File: config.mk
export PLATFORM = sky130hd
export DESIGN_NAME = ram8_arbiter
export DESIGN_NICKNAME = d
export VERILOG_FILES = /design/src/rtl/ram8_ctrl_pkg.sv /design/src/rtl/rr_arbiter2.sv /design/src/rtl/ram8_arbiter.sv
export SDC_FILE = /design/constraint.sdc
export NUM_CORES = 1
export LEC_CHECK = 0
export CAP_MARGIN = 40
export CORE_MARGIN = 1.5
export CORE_UTILIZATION = 41
export DETAILED_ROUTE_END_ITERATION = 16
export PLACE_DENSITY = 0.89
export SYNTH_ARGS = -nofsm -noshare
export SYNTH_HDL_FRONTEND = slang
export SYNTH_SLANG_ARGS = --single-unit
File: constraint.sdc
create_clock -name clk -period 1.8 [get_ports clk]
set_input_delay 0.36 -clock clk [delete_from_list [all_inputs] [get_ports clk]]
set_output_delay 0.36 -clock clk [all_outputs]
set_load 0.02 [all_outputs]
File: src/rtl/ram8_ctrl_pkg.sv
// rtl/ram8_ctrl_pkg.sv - shared state encoding and default geometry for the RAM8 access controller
package ram8_ctrl_pkg;

    localparam int DEFAULT_DATA_W = 16;
    localparam int DEFAULT_ADDR_W = 3;
    localparam logic [15:0] DEFAULT_INIT_VALUE = 16'h0000;

    typedef enum logic [1:0] {
        ST_INIT   = 2'd0,
        ST_IDLE   = 2'd1,
        ST_ACCESS = 2'd2,
        ST_RESP   = 2'd3
    } state_e;

endpackage

File: src/rtl/rr_arbiter2.sv
// rtl/rr_arbiter2.sv - combinational two-way round-robin grant
// A lone requester always wins; on a tie the client that was not granted last wins.
module rr_arbiter2 (
    input  logic req0_i,
    input  logic req1_i,
    input  logic last_i,
    output logic valid_o,
    output logic gnt_o
);

    always_comb begin
        valid_o = req0_i | req1_i;
        if (req0_i && req1_i) begin
            gnt_o = ~last_i;
        end else begin
            gnt_o = req1_i;
        end
    end

endmodule

File: src/rtl/ram8_arbiter.sv
// rtl/ram8_arbiter.sv - RAM8 init sweep plus two-client round-robin single-word access controller
// Sole driver of the RAM8 r/w/addr/D pins; every output comes straight from a flop.
module ram8_arbiter
    import ram8_ctrl_pkg::*;
#(
    parameter int                DATA_W     = DEFAULT_DATA_W,
    parameter int                ADDR_W     = DEFAULT_ADDR_W,
    parameter logic [DATA_W-1:0] INIT_VALUE = DATA_W'(DEFAULT_INIT_VALUE)
) (
    input  logic              clk,
    input  logic              rst,
    input  logic              req0,
    input  logic              req1,
    input  logic              we0,
    input  logic              we1,
    input  logic [ADDR_W-1:0] addr0,
    input  logic [ADDR_W-1:0] addr1,
    input  logic [DATA_W-1:0] wdata0,
    input  logic [DATA_W-1:0] wdata1,
    output logic              ack0,
    output logic              ack1,
    output logic [DATA_W-1:0] rdata,
    output logic              ram_r,
    output logic              ram_w,
    output logic [ADDR_W-1:0] ram_addr,
    output logic [DATA_W-1:0] ram_d,
    input  logic [DATA_W-1:0] ram_q,
    output logic              init_done,
    output logic              busy
);

    localparam int              DEPTH     = 1 << ADDR_W;
    localparam logic [ADDR_W:0] SWEEP_END = DEPTH[ADDR_W:0];

    state_e              state_q;
    logic [ADDR_W:0]     cnt_q;
    logic                last_q;
    logic                gnt_q;
    logic                ack0_q;
    logic                ack1_q;
    logic [DATA_W-1:0]   rdata_q;
    logic                ram_r_q;
    logic                ram_w_q;
    logic [ADDR_W-1:0]   ram_addr_q;
    logic [DATA_W-1:0]   ram_d_q;
    logic                init_done_q;
    logic                busy_q;

    logic                arb_valid;
    logic                arb_gnt;
    logic                sel_we_d;
    logic [ADDR_W-1:0]   sel_addr_d;
    logic [DATA_W-1:0]   sel_wdata_d;

    rr_arbiter2 u_rr (
        .req0_i  (req0),
        .req1_i  (req1),
        .last_i  (last_q),
        .valid_o (arb_valid),
        .gnt_o   (arb_gnt)
    );

    always_comb begin
        sel_we_d    = arb_gnt ? we1    : we0;
        sel_addr_d  = arb_gnt ? addr1  : addr0;
        sel_wdata_d = arb_gnt ? wdata1 : wdata0;
    end

    always_ff @(posedge clk or posedge rst) begin
        if (rst) begin
            state_q     <= ST_INIT;
            cnt_q       <= '0;
            last_q      <= 1'b1;
            gnt_q       <= 1'b0;
            ack0_q      <= 1'b0;
            ack1_q      <= 1'b0;
            rdata_q     <= '0;
            ram_r_q     <= 1'b0;
            ram_w_q     <= 1'b0;
            ram_addr_q  <= '0;
            ram_d_q     <= '0;
            init_done_q <= 1'b0;
            busy_q      <= 1'b1;
        end else begin
            case (state_q)
                ST_INIT: begin
                    // The counter runs one past the last word so address DEPTH-1 gets a full write cycle.
                    if (cnt_q == SWEEP_END) begin
                        state_q     <= ST_IDLE;
                        ram_w_q     <= 1'b0;
                        init_done_q <= 1'b1;
                        busy_q      <= 1'b0;
                    end else begin
                        ram_w_q    <= 1'b1;
                        ram_r_q    <= 1'b0;
                        ram_addr_q <= cnt_q[ADDR_W-1:0];
                        ram_d_q    <= INIT_VALUE;
                        cnt_q      <= cnt_q + 1'b1;
                    end
                end
                ST_IDLE: begin
                    if (arb_valid) begin
                        state_q    <= ST_ACCESS;
                        gnt_q      <= arb_gnt;
                        ram_w_q    <= sel_we_d;
                        ram_r_q    <= ~sel_we_d;
                        ram_addr_q <= sel_addr_d;
                        ram_d_q    <= sel_wdata_d;
                        busy_q     <= 1'b1;
                    end
                end
                ST_ACCESS: begin
                    if (ram_r_q) begin
                        rdata_q <= ram_q;
                    end
                    ack0_q  <= ~gnt_q;
                    ack1_q  <= gnt_q;
                    ram_r_q <= 1'b0;
                    ram_w_q <= 1'b0;
                    last_q  <= gnt_q;
                    state_q <= ST_RESP;
                end
                ST_RESP: begin
                    ack0_q  <= 1'b0;
                    ack1_q  <= 1'b0;
                    busy_q  <= 1'b0;
                    state_q <= ST_IDLE;
                end
                default: begin
                    state_q <= ST_INIT;
                end
            endcase
        end
    end

    assign ack0      = ack0_q;
    assign ack1      = ack1_q;
    assign rdata     = rdata_q;
    assign ram_r     = ram_r_q;
    assign ram_w     = ram_w_q;
    assign ram_addr  = ram_addr_q;
    assign ram_d     = ram_d_q;
    assign init_done = init_done_q;
    assign busy      = busy_q;

endmodule
After elaboration in Yosys (flattened, before gate mapping):

Cells that the tools add are included.

* flip-flop bits (word level): 49
* input port bits: 60

* $add $sub $neg: 1
* equality and inequality tests: 7
* mux-type cells: 24
* bitwise gates (word level): 5
* reduce and logical (&&, ||, !) cells: 15

Operators with widths (number)
* $mux W16: 3
* $pmux W16 S2: 1
* $reduce_and A2 Y1: 6
* $mux W3: 3
* $pmux W1 S3: 3
* $reduce_and A3 Y1: 3
* $mux W1: 8
* $pmux W2 S4: 1
* $ne A2 B2 Y1 const B: 3
* $pmux W3 S2: 1
* $reduce_bool A3 Y1: 2
* $add A4 B1 Y4 const B: 1
* $eq A2 B2 Y1 const B: 2
* $eq A4 B4 Y1 const B: 1
* $mux W2: 2
* $not A1 Y1: 4
* $pmux W1 S2: 2
* $reduce_bool A2 Y1: 2
* $eq A2 B1 Y1 const B: 1
* $logic_not A2 Y1: 1
* $logic_and A1 B1 Y1: 1
* $or A1 B1 Y1: 1

Logic depth before layout (Yosys ltp):

Gate-level depths: netlist of run 1.

* word-level depth: 6
* mapped depth: 8
* mapped depth without buffers: 6

Cells and area by module:

A second synthesis of run 1 with hierarchy kept.

* cell total of the unflattened synthesis: 191
* area total of the unflattened synthesis: 2388.5 um^2

Modules (own cells, without submodules)
* ram8_arbiter: times used 1, cells an instance 189, area each 2374.8 um^2, seq. area each 1228.7 um^2
* rr_arbiter2: times used 1, cells an instance 2, area each 13.8 um^2, seq. area each 0.0 um^2

Worst setup path after synthesis of run 1:

Ideal clock, no wire load.

* path type: register to register
* start: register state_q[1]
* end: register ram_addr_q[0] (netlist: ram_addr[0])
* setup time: 0.118 ns
* arrival: 1.488 ns
* slack: 0.194 ns
* stages on the path, launching flop included: 8
* path buffers: 1
* clock period less this slack: 1.606 ns
* path through: dfrtp_1 -> inv_1 -> ha_1 -> or3b_1 -> o211ai_2 -> buf_6 -> a211oi_1 -> a21o_1

* longest elaborated chain between the ends: 3
* elaborated cells between the ends (all ways): 7
* classes of those cells: eq/ne (3); mux (1); reduce/logical (3)

Ends and longest elaborated chain
* from (decl): line ram8_arbiter.sv:35 `state_e state_q;`
* from (signal assigned): line ram8_arbiter.sv:71 `state_q <= ST_INIT;`
* from (signal assigned): line ram8_arbiter.sv:89 `state_q <= ST_IDLE;`
* from (signal assigned): line ram8_arbiter.sv:103 `state_q <= ST_ACCESS;`
* $eq A2 B1 Y1 or $logic_not A2 Y1 (tied branches): line ram8_arbiter.sv:85 `case (state_q)`
* $ne A2 B2 Y1 (no line) or $reduce_bool A2 Y1 (tied branches)
* $reduce_and A3 Y1 (no line)
* to (signal assigned): line ram8_arbiter.sv:96 `ram_addr_q <= cnt_q[ADDR_W-1:0];`
* to (signal assigned): line ram8_arbiter.sv:107 `ram_addr_q <= sel_addr_d;`
* to (decl): line ram8_arbiter.sv:44 `logic [ADDR_W-1:0] ram_addr_q;`

Several ways; a longest one is shown, not always the timed one.
A chain may end at the register's enable or synchronous reset.

Final worst setup path of run 1:

* start: register state_q[1]
* end: register ram_d_q[15] (netlist: ram_d[15])

* longest elaborated chain between the ends: 3
* elaborated cells between the ends (all ways): 7
* classes of those cells: eq/ne (3); mux (1); reduce/logical (3)

Ends and longest elaborated chain
* $eq A2 B1 Y1 or $logic_not A2 Y1 (tied branches): line ram8_arbiter.sv:85
* $ne A2 B2 Y1 (no line) or $reduce_bool A2 Y1 (tied branches)
* $reduce_and A3 Y1 (no line)
* to (signal assigned): line ram8_arbiter.sv:108 `ram_d_q <= sel_wdata_d;`
* to (decl): line ram8_arbiter.sv:45 `logic [DATA_W-1:0] ram_d_q;`

Several ways; a longest one is shown, not always the timed one.

==> results of run 1 <==
-- path summary, 6_finish.rpt --
check	slack (ns)	end	depth (start not counted)	start
worst max-delay path	0.14	ram_d[15]	7	state_q[1]
worst min-delay path	0.31	ram_w	2	rst
worst max register to register	0.14	ram_d[15]	7	state_q[1]
worst min register to register	0.48	ram_d[0]	2	ram_d[0]
max in group asynchronous	1.00	ram_d[1]	3	rst
min in group clk	0.48	ram_d[0]	2	ram_d[0]
-- cells in the mapped netlist, types with 2 or more instances --
cell type  number
o21a_1          2
ha_1            6
o21ai_0        26
o31ai_1         3
nand2_1        23
a211oi_1        3
clkbuf_1        2
nand2b_1        3
buf_2           2
a21o_1          3
dfrtp_1        47
dfstp_2         2
clkbuf_2        2
xnor2_1         2
mux2i_1        20
buf_6           3
nand3_1         2
inv_1           8
nor2_1          6
mux2_2         17
-- area by class of cell --
| class | count | area (um2) |
|---|---|---|
| clock buffers | 7 | 86.3 |
| clock inverters | 1 | 30.0 |
| fillers | 410 | 1640 |
| inverters | 8 | 30.0 |
| multi-input cells | 126 | 927 |
| flip-flops and latches | 49 | 1230 |
| well taps | 70 | 87.6 |
| repair buffers | 114 | 1180 |
-- worst max-delay path, delay by kind of cell, from the launching register on --
family                     cells  cell delay (ns)
adders and majority gates      1             0.16
and+or+nand+nor                1             0.22
DFF                            1             0.41
AOI/OAI and AO/OA              2             0.31
buffers and inverters          3             0.45
-- logic make-up after synthesis --
group / count (synthesis)
DFF: 49
AOI/OAI and AO/OA: 42
and+or+nand+nor: 39
muxes: 37
buffers and inverters: 17
adders and majority gates: 6
xor gates and xnor gates: 2
-- routing by layer --
metal  vias to the layer above  part of all wire [%]  track usage [%]
li1                        897                     -                -
met1                       838                    43             23.5
met2                        88                    49             31.2
met3                        10                   6.3             3.93
met4                         0                   1.7             5.19
met5                         -                     0                0
-- through the flow --
stage               cells  hold slack [ns]  total power (W)  setup WS [ns]  cell area (um2)
floorplan             192            0.467          0.00364          0.194             2240
detailed placement    367            0.465          0.00510        -0.0793             3450
global placement      367            0.452          0.00499        -0.0211             3450
CTS                   375            0.312          0.00590          0.111             3560
global route          375            0.323          0.00623        0.00634             3570
finish                375            0.312          0.00583          0.145             3570
-- power by group through the flow --
| stage | clock (W) | combinational [W] | sequential [W] |
|---|---|---|---|
| 2_1_floorplan | 0 | 0.00119 | 0.00245 |
| 3_3_place_gp | 0 | 0.00306 | 0.00194 |
| 3_5_place_dp | 0 | 0.00314 | 0.00196 |
| 4_1_cts | 0.000810 | 0.00314 | 0.00194 |
| 5_1_grt | 0.000850 | 0.00336 | 0.00202 |
| 6_report | 0.000784 | 0.00310 | 0.00194 |
-- flip-flops by register name, summed over array words and instances, names as in the netlist --
signal and count:
init_done 1, ram_r 1, state_q 2, busy 1
ack1 1, rdata 16, ram_addr 3, ram_d 16
ack0 1, gnt_q 1, cnt_q 4, last_q 1
ram_w 1
-- what timing repair did --
action / 4_1_cts / 5_1_grt
setup endpoints to repair: 1 / 2
cloned: 0 / 0
resized for setup: 1 / 1
hold buffers: 0 / 0
pin swaps: 0 / 0
endpoints found under the hold margin: 0 / 0
==> summary.md, run 1 <==
| Metric | Value |
|---|---|
| Crit Path Max Fanout | 16 |
| Final setup violation count | 0 |
| Skew-Pair Late Insertion Delay | 0.29 ns |
| Dominant synthesized flop cell | dfrtp_1 |
| CP Capture Type | register |
| Cell variety after synth | 30 |
| Layout Skew | 0.00825 ns |
| Reg power frac | 33.4% |
| P_int | 0.00367 W |
| Vias in the first global route | 1,908 |
| Count of final hold-check violations | 0 |
| Initial drt markers | 42 |
| CTS root buffer | clkbuf_8 |
| Largest cells by area after synthesis | dfrtp_1 (52%), mux2i_1 (8.9%), mux2_2 (8.5%) |
| CP arrival | 1.85 ns |
| Fin. max-slew vios | 0 |
| Cell Rows | 26 |
| Final GP Congestion | 0.881 |
| Switching share of power | 36.9% |
| Final period util | 92.0% |
| Number of max-cap violations | 0 |
| Slew @ Worst Pin | 0.333 ns |
| Nets | 370 |
| Antenna violations before repair | 0 |
| Ys async rst share | 100% |
| DIE WIDTH | 77.0 um |
| Wire per inst | 13.7 um |
| Delay of the slowest cell on the worst path | 0.41 ns |
| Ports | 101 |
| Synth Area in Simple Gates | 7.76% |
| Max frequency | 604 MHz |
| Final min period | 1.66 ns |
| Area fraction of the dominant cell type after synthesis | 52.5% |
| Clock power frac | 13.5% |
| Combinational family with the most area after synthesis | multiplexers |
| CTS Sinks | 49 |
| Post-CTS Setup Bufs | 0 |
| GRT Total Usage | 18.4% |
| Nature of the critical path startpoint | register |
| Routed vias/inst | 4.89 |
| PD cells | 1630 nW/um2 |
| Lkg Pwr | 1.56 nW |
| # port buffers | 100 |
| First-pass GRT wire length | 8820 um |
| Post-Synth Adder-Cell Area | 3.35% |
| Die H | 77.0 um |
| Routed Wire Length | 5140 um |
| Seq/Total Area, Yosys | 54.8% |
| Largest net degree at the start of global routing | 26 |
| Area Growth Syn to Fin | 59.2% |
| Maximum vdd drop | 0.000941 V |
| Syn Nets | 258 |
| RSZ-0062 raised after global routing | no |
| Psw | 0.00215 W |
| Pre-antenna DRT Iters | 4 |
| Share of cells above drive strength 1 | 14.4% |
| Biggest area consumer among synthesized cells | dfrtp_1 |
| Gate Count Post-Synth | 192 |
| Clock Path Buffers | 2 |
| Setup TNS | 0 ns |
| TritonCTS clock tree | done |
| Core Region | 5200 um2 |
| Slew headroom | 77.6% |
| Antenna Nets Post-Route | 0 |
| # diodes | 0 |
| Mapped Area | 2240 um2 |
| Via Count | 1,833 |
| Most common cell after layout, fill and taps aside | clkdlybuf4s50_1 |
| GR Overflow Total | 0 |
| Most frequent cells in the layout | clkdlybuf4s50_1 (99), dfrtp_1 (47), o21ai_0 (26), nand2_1 (23), mux2i_1 (20) |
| CTS clk-pin slew, worst paths | 0.09 ns |
| XOR/XNOR share of the synthesized area | 0.781% |
| Post-synthesis register bit count | 49 |
| Total die area | 5920 um2 |
| H-tree levels | 2 |
| Yosys warning count | 0 |
| Cells along the critical path | inv_1 -> ha_1 -> buf_4 -> o21ai_0 -> nand2b_1 -> buf_12 -> o21ai_0 |
| Post-route core utilization | 68.6% |
| Worst Path Required | 2.00 ns |
| CTS buffer count | 5 |
| Synthesized area per cell | 11.7 um2 |
| Outcome | finished clean |
| Post-synthesis compound-gate area fraction | 11.8% |
| Initial core utilization | 43.1% |
| Number of remaining DRC errors | 0 |
| Comb pwr share | 53.2% |
| Multiplexer share of the synthesized area | 17.5% |
| HP Class | primary input to asynchronous set/reset pin |
| CP most frequent cell | o21ai_0 |
| Post-DP HPWL | 4030 um |
| CP max stage cell | dfrtp_1 |
| Crit Path Class | register to register |
| Post-synth EDFFs | 0 |
Power figures use the tool's default switching activity.
==> inputs of run 2 (changes only) <==
--- a/config.mk
+++ b/config.mk
@@ -6,8 +6,8 @@
 export NUM_CORES = 1
 export LEC_CHECK = 0
 export CAP_MARGIN = 40
-export CORE_MARGIN = 1.5
 export CORE_UTILIZATION = 41
+export CTS_CLUSTER_DIAMETER = 200
 export DETAILED_ROUTE_END_ITERATION = 16
 export PLACE_DENSITY = 0.89
 export SYNTH_ARGS = -nofsm -noshare
==> run 2 against run 1 <==
  * Final area rose by 1.5%
  * Global-route usage up 1.1 points
  * Hold slack improved by 0.11 ns
  * First-iteration DRC count grew 21%
==> summary.md, run 2 (synthesis results as in run 1) <==
| Metric | Value |
|---|---|
| Final GP Congestion | 0.783 (-11%) |
| CP delay by family, top | simple AND/OR/NAND/NOR gates |
| Final instance area | 3620 um2 (+1.5%) |
| Final setup violation count | 0 (unchanged) |
| Pre-CTS setup slack | -0.121 ns (-0.0412 ns) |
| CTS buffer count | 5 (unchanged) |
| CTS clk-pin slew, worst paths | 0.09 ns (about the same) |
| Slew headroom | 80.2% (+2.7 points) |
| Cell Rows | 26 (unchanged) |
| Final min period | 1.70 ns (+0.0457 ns) |
| PD cells | 1670 nW/um2 (+2.4%) |
| Max frequency | 588 MHz (-2.7%) |
| Final period util | 94.5% (+2.5 points) |
| Cells along the critical path | inv_1 -> ha_4 -> or3b_4 -> o211ai_4 -> buf_12 -> clkbuf_16 -> nand2_1 -> o21ai_0 |
| Crit Path Max Fanout | 8 (-8) |
| Worst reg2reg path depth | 8 (+1) |
| RSZ-0062 raised after global routing | no |
| CP Launch Point | state_q[1] |
| Layout Skew | 0.0102 ns (+0.00197 ns) |
| TritonCTS clock tree | done |
| Core Region | 5170 um2 (-0.62%) |
| Most frequent cells in the layout | clkdlybuf4s50_1 (99), dfrtp_1 (47), o21ai_0 (26), nand2_1 (23), mux2i_1 (20) |
| Ports | 101 (unchanged) |
| Lkg Pwr | 1.59 nW (+1.7%) |
| Final WS setup | 0.0989 ns (-0.0457 ns) |
| Initial drt markers | 51 (+21%) |
| Wire per inst | 14.2 um (+3.9%) |
| CTS Sinks | 49 (unchanged) |
| Worst Path Required | 2.01 ns (about the same) |
| DIE WIDTH | 76.0 um (-1.3%) |
| Pre-antenna DRT Iters | 4 (unchanged) |
| Final hold slack | 0.424 ns (+0.111 ns) |
| Placement Cell Area | 3400 um2 (-1.4%) |
| CTS root buffer | clkbuf_8 |
| H-tree levels | 2 (unchanged) |
| Setup TNS | 0 ns (unchanged) |
| Antenna violations before repair | 0 (unchanged) |
| Area Growth Syn to Fin | 61.6% |
| HP Class | primary input to asynchronous set/reset pin |
| CP Capture Type | register |
| Reg2Reg Setup Slack | 0.1 ns (-0.05 ns) |
| Stages on worst setup path | 8 (+1) |
| Most common cell after layout, fill and taps aside | clkdlybuf4s50_1 |
| Clock Path Buffers | 2 (unchanged) |
| Vias in the first global route | 1,858 (-2.6%) |
| CTS Hold Buffers Added | 0 (unchanged) |
| Crit Path Class | register to register |
| Number of remaining DRC errors | 0 (unchanged) |
| Nets | 372 (+0.54%) |
| Reg2reg start | state_q[1] |
| Count of final hold-check violations | 0 (unchanged) |
| Critical R2R Capture | ram_d[4] |
| Initial core utilization | 43.3% (+0.27 points) |
| Post-DP HPWL | 4030 um (about the same) |
| Setup crit end | ram_d[4] |
| Outcome | finished clean |
| Share of cells above drive strength 1 | 16.0% (+1.5 points) |
| Nature of the critical path startpoint | register |
| # port buffers | 100 (unchanged) |
| Total die area | 5770 um2 (-2.6%) |
| GR Overflow Total | 0 (unchanged) |
| Maximum vdd drop | 0.000985 V (+4.6%) |
| Via Count | 1,850 (+0.93%) |
| Die H | 76.0 um (-1.3%) |
| First-pass GRT wire length | 8910 um (+1.0%) |
| Skew-Pair Late Insertion Delay | 0.30 ns (about the same) |
| Slew @ Worst Pin | 0.295 ns (-0.0376 ns) |
| GRT Total Usage | 19.4% (+1.1 points) |
| CP max stage cell | dfrtp_1 |
| Fin. max-slew vios | 0 (unchanged) |
| Delay of the slowest cell on the worst path | 0.41 ns (about the same) |
| Antenna Nets Post-Route | 0 (unchanged) |
| Routed vias/inst | 4.91 (+0.39%) |
| Number of max-cap violations | 0 (unchanged) |
| Bufs and invs on worst path | 3 (unchanged) |
| Filler Cell Count | 383 (-6.6%) |
| Routed Wire Length | 5370 um (+4.5%) |
| CP arrival | 1.91 ns (+0.06 ns) |
| Largest net degree at the start of global routing | 50 (+92%) |
| # diodes | 0 (unchanged) |
==> run 2: metrics by stage <==
step	total power, W	utilization, %	instances
finish	0.00605	70.1	377
floorplan	0.00364	-	192
detailed placement	0.00507	65.8	364
global route	0.00647	70.1	377
global placement	0.00496	65.8	364
CTS	0.00576	67.7	372
==> run 2: area by class of cell <==
class	count	area (um2)	share of cell area, %
clock inverter	1	5.00	0.138
timing repair buffer	116	1220	33.8
clock buffer	7	96.3	2.66
sequential	49	1230	33.9
tap	70	87.6	2.42
multi-input combinational	126	951	26.2
inverter	8	30.0	0.829
==> run 2: repair_timing <==
action	in CTS	in global routing
resized for setup	0	7
endpoints found under the setup margin	0	7
buffers inserted	0	3
==> run 2: metal layers <==
metal  global-route usage (%)  routed length, um  share of wire, %
met1                     24.9               2360                44
met2                     32.9               2660                50
met3                     5.30                316               5.9
met4                     4.23                 37              0.69
met5                        0                  0                 0
==> run 2: where the power goes <==
part	internal [W]	total, W	switching (W)
Combinational	0.00182	0.00341	0.00159
Clock	0.000347	0.000685	0.000338
Sequential	0.00164	0.00196	0.000321
==> run 2: tightest hold or removal path: stages <==
cell	delay (ns)
clkdlybuf4s50_1	0.41
inv_2	0.08
buf_12	0.24
==> run 2: worst min path at each step <==
stage / endpoint / depth (start not counted)
floorplan: cnt_q[3] / 1
global placement: init_done / 1
detailed placement: ram_addr[0] / 1
CTS: ack0 / 3
global route: cnt_q[1] / 3
finish: rdata[5] / 3
